[src/rtl/imem_arb.sv]
// Instruction-memory arbiter: shares a single-port synchronous memory between
// the fetch path and a loader/debug port, tracks read responses and drops flushed fetches.
module imem_arb #(
    parameter int AW       = 32,
    parameter int DW       = 32,
    parameter int MAX_WAIT = 4
) (
    input  logic          clk,
    input  logic          rstn,
    input  logic          f_req,
    input  logic [AW-1:0] f_addr,
    output logic          f_gnt,
    output logic          f_rvalid,
    output logic [DW-1:0] f_rdata,
    input  logic          flush,
    output logic          stall_o,
    input  logic          l_req,
    input  logic          l_we,
    input  logic          l_lock,
    input  logic [AW-1:0] l_addr,
    input  logic [DW-1:0] l_wdata,
    output logic          l_gnt,
    output logic          l_rvalid,
    output logic [DW-1:0] l_rdata,
    output logic          m_en,
    output logic          m_we,
    output logic [AW-1:0] m_addr,
    output logic [DW-1:0] m_wdata,
    input  logic [DW-1:0] m_rdata
);

    typedef enum logic {ARB, LOCK} state_t;

    localparam logic [3:0] MAX_W = 4'(MAX_WAIT);

    state_t     state, state_nxt;
    logic [3:0] wait_cnt, wait_nxt;
    logic       resp_f, resp_l, kill;

    // NOTE: every signal gets a default at the top of the block so no path leaves
    // it unassigned; otherwise synthesis infers a latch.
    always_comb begin
        f_gnt     = 1'b0;
        l_gnt     = 1'b0;
        state_nxt = state;
        unique case (state)
            ARB: begin
                if (l_req && wait_cnt == MAX_W) l_gnt = 1'b1;
                else if (f_req && !flush)       f_gnt = 1'b1;
                else if (l_req)                 l_gnt = 1'b1;
                if (l_gnt && l_lock) state_nxt = LOCK;
            end
            LOCK: begin
                // The release cycle is still owned by the loader.
                l_gnt = l_req;
                if (!l_lock) state_nxt = ARB;
            end
            default: state_nxt = ARB;
        endcase
    end

    always_comb begin
        wait_nxt = wait_cnt;
        if (!l_req || l_gnt)    wait_nxt = '0;
        else if (wait_cnt != MAX_W) wait_nxt = wait_cnt + 4'd1;
    end

    assign m_en    = f_gnt | l_gnt;
    assign m_we    = l_gnt & l_we;
    assign m_addr  = l_gnt ? l_addr : (f_gnt ? f_addr : '0);
    assign m_wdata = l_gnt ? l_wdata : '0;
    assign stall_o = f_req & ~f_gnt;

    // NOTE: sequential state uses non-blocking assignments so all registers
    // update together from pre-edge values.
    always_ff @(posedge clk or negedge rstn) begin
        if (!rstn) begin
            state    <= ARB;
            wait_cnt <= '0;
            resp_f   <= 1'b0;
            resp_l   <= 1'b0;
            kill     <= 1'b0;
        end else begin
            state    <= state_nxt;
            wait_cnt <= wait_nxt;
            resp_f   <= f_gnt;
            resp_l   <= l_gnt & ~l_we;
            kill     <= f_gnt & flush;
        end
    end

    assign f_rvalid = resp_f & ~flush & ~kill;
    assign l_rvalid = resp_l;
    assign f_rdata  = m_rdata;
    assign l_rdata  = m_rdata;

endmodule

[config.mk]
export PLATFORM = sky130hd
export DESIGN_NAME = imem_arb
export DESIGN_NICKNAME = d
export VERILOG_FILES = /design/src/rtl/imem_arb.sv
export SDC_FILE = /design/constraint.sdc
export NUM_CORES = 1
export LEC_CHECK = 0
export ABC_AREA = 1
export CELL_PAD_IN_SITES_DETAIL_PLACEMENT = 0
export CELL_PAD_IN_SITES_GLOBAL_PLACEMENT = 1
export CORE_AREA = 2 2 106 108
export DETAILED_ROUTE_END_ITERATION = 16
export DIE_AREA = 0 0 108 110
export DONT_BUFFER_PORTS = 1
export HOLD_SLACK_MARGIN = 0.1
export PLACE_DENSITY = 0.41
export SYNTH_ARGS = -nofsm -noshare
export SYNTH_HDL_FRONTEND = slang
export SYNTH_SLANG_ARGS = --single-unit
[constraint.sdc]
create_clock -name clk -period 1.6 [get_ports clk]
set_clock_uncertainty 0.1 [all_clocks]
set_input_delay 0.32 -clock clk [delete_from_list [all_inputs] [get_ports clk]]
set_output_delay 0.32 -clock clk [all_outputs]
set_load 0.01 [all_outputs]
==> summary.md <==
| Metric | Value |
|---|---|
| Cell area after layout | 2200 sq um |
| Vias in the first global route | 1500 |
| Cells after Synth | 290 |
| Die H | 110 um |
| Leak pwr | 1.01 nW |
| CP delay by family, top | buffers and inverters |
| Initial antenna violation count | 0 |
| Register area | 200 sq um |
| Vias/cell | 4.38 |
| Area of the multi-input gates | 1210 sq um |
| Wirelength per Cell | 16.3 um |
| CTS tree | yes |
| Crit-path slowest cell | dfrtp_1 |
| Port buffer count | 0 |
| CORE AREA | 10700 sq um |
| Register bit count reported by yosys | 8 |
| Cell variety after synth | 21 |
| Leading cell type in the layout, fill and taps excluded | inv_1 |
| Die Wd | 108 um |
| VDD IR max | 0.175 mV |
| Clock slew at reported path FFs | 0.04 ns |
| Worst-skew pair later-pin latency | 0.23 ns |
| CTS sink count | 8 |
| Std cell rows | 38 |
| Worst path required time | 1.18 ns |
| H-tree levels | 1 |
| Combinational fraction of design power | 60.7% |
| Share of total power in sequential cells | 18.3% |
| FILL cells | 1191 |
| Net Sw Power | 0.520 mW |
| Worst Setup Start Kind | flop |
| Synthesis warning total | 0 |
| Seq/Total Area, Yosys | 11.5% |
| Worst Slack Setup Final | -0.354 ns |
| Total vias in the final route | 1660 |
| Syn nets | 427 |
| Syn_area_per_cell | 6.01 sq um |
| DRC errors left | 0 |
| Most frequent cells in the layout | 35 x inv_1, 34 x nor2_4, 33 x nand2_2, 33 x nand4_1, 18 x nand3_1 |
| First-pass GRT wire length | 7670 um |
| Total CTS buffers | 3 |
| N_diodes | 0 |
| Kind of critical path | flop to output pin |
| Fmax achieved | 0.512 GHz |
| RSZ-0062 raised after global routing | true |
| IO Count | 270 |
| Remaining global-route overflow | 0 |
| Final setup vio count | 69 |
| Pre-CTS WS | -0.137 ns |
| Crit path cell chain | inv_2 > ha_4 > nand2_2 > inv_2 > nand2_4 > nand3_4 > buf_8 > clkbuf_16 > nand3_2 > nand2_2 |
| Max-slew violations | 0 |
| P per Cell Area | 534 nW/um^2 |
| Worst EP arrival | 1.53 ns |
| GRT Total Usage | 8.49% |
| Total power | 1.18 mW |
| Die area | 11900 sq um |
| Worst Path Max Fanout | 5 |
| Clock Tree Buf Depth | 2 |
| Drt first pass iters | 4 |
| Min Tclk post-route | 1.95 ns |
| Int Power | 0.655 mW |
| Placed Area | 1760 sq um |
| Worst hold path class | input pin to flop |
| Initial Util | 16.3% |
| CP endpoint kind | output pin |
| Fin crit share | 122% |
| Status | finished, violations left |
| Final hold violations | 0 |
| Sw Share | 44.3% |
| Synth Cell Area | 1740 sq um |
| Iter 0 DRT Violations | 43 |
| Layout Nets | 378 |
| Slowest stage delay, CP | 0.38 ns |
| Clock tree root driver cell | clkbuf_8 |
| Final HPWL DP | 4780 um |
| Failing checks | setup timing |
| CP bufs+invs | 4 |
| Ratio of cells with drive above 1 in the final layout | 52.7% |
| Clock power share | 21.0% |
| GP Congestion | 0.674 |
| Area delta synth->final | 26.4% |
| Max-Cap Viols | 0 |
| Largest net degree at the start of global routing | 33 |
| Antenna Nets Post-Route | 0 |
| Final wirelength | 6190 um |
## synth_stat cells (all sizes together)
master,instances,share of area [%]
and2,1,0.36
buf,70,30
clkbuf,12,2.6
clkinv,1,0.22
conb,1,0.22
dfrtp,8,11
ha,2,1.4
inv,44,9.5
nand2,40,9.5
nand3,35,11
nand4,33,12
nor2,41,11
xnor2,1,0.50
xor2,1,0.50
## cells by family (layout without fill, tap and decap cells)
| family | count (synthesis) | after routing | share of synthesized area [%] |
|---|---|---|---|
| AND/OR/NAND/NOR | 150 | 150 | 43.2 |
| XOR/XNOR | 2 | 2 | 1.01 |
| flip-flops | 8 | 8 | 11.5 |
| adder cells (fa/ha/maj) | 2 | 2 | 1.44 |
| other | 1 | 1 | 0.215 |
| buffers and inverters | 127 | 76 | 42.7 |
## power by group through the flow
stage	clock, mW	sequential (mW)	combinational, mW
6_report	0.247	0.215	0.714
5_1_grt	0.273	0.216	0.772
4_1_cts	0.264	0.215	0.672
3_5_place_dp	0	0.218	0.550
3_3_place_gp	0	0.218	0.550
2_1_floorplan	0	0.217	0.613
## registers in the layout, summed over array words and instances (netlist names)
| signal | cells |
|---|---|
| state | 1 |
| kill | 1 |
| wait_cnt | 4 |
| resp_f | 1 |
| l_rvalid | 1 |
## layer usage
metal / GRT usage, % / vias up / part of all wire (%)
li1: - / 751 / -
met1: 7.25 / 728 / 30
met2: 17.7 / 166 / 55
met3: 2.82 / 15 / 11
met4: 3.39 / 0 / 3.9
met5: 0 / - / 0
## worst paths after layout
kind | startpoint | endpoint | slack, ns | cells past startpoint
max | wait_cnt[0] | m_addr[11] | -0.35 | 10
min | l_lock | state | 0.14 | 1
max reg2reg | wait_cnt[0] | state | 0.12 | 9
min reg2reg | wait_cnt[0] | wait_cnt[0] | 0.45 | 2
max in group asynchronous | rstn | l_rvalid | 0.75 | 1
min in group asynchronous | rstn | wait_cnt[2] | 0.36 | 1
## timing repair
action                                 CTS  global route
hold buffers                             2             0
setup buffers                            3             0
gates cloned                             2             3
gates resized for setup                 52            26
setup endpoints to repair               69            73
pin swaps                                2            18
endpoints found under the hold margin    9             0
## cell type report
class	count	share of cell area, %
flip-flops and latches	8	9.09
clock buffers	3	1.88
well taps	140	7.95
inverters	45	7.90
repair buffers	28	18.1
multi-input cells	155	55.1
## per-stage QoR
stage                     hold WS [ns]  setup TNS [ns]  instances  utilization (%)
after floorplan                -0.0756           -2.34        290                -
after global placement         -0.0754           -5.05        367             16.5
after detailed placement       -0.0754           -5.09        367             16.5
after CTS                        0.137          -23.56        377             19.2
after global routing             0.138          -27.92        379             20.6
final                            0.142          -20.94        379             20.6
Note: power is estimated with default switching activity, not from simulation.
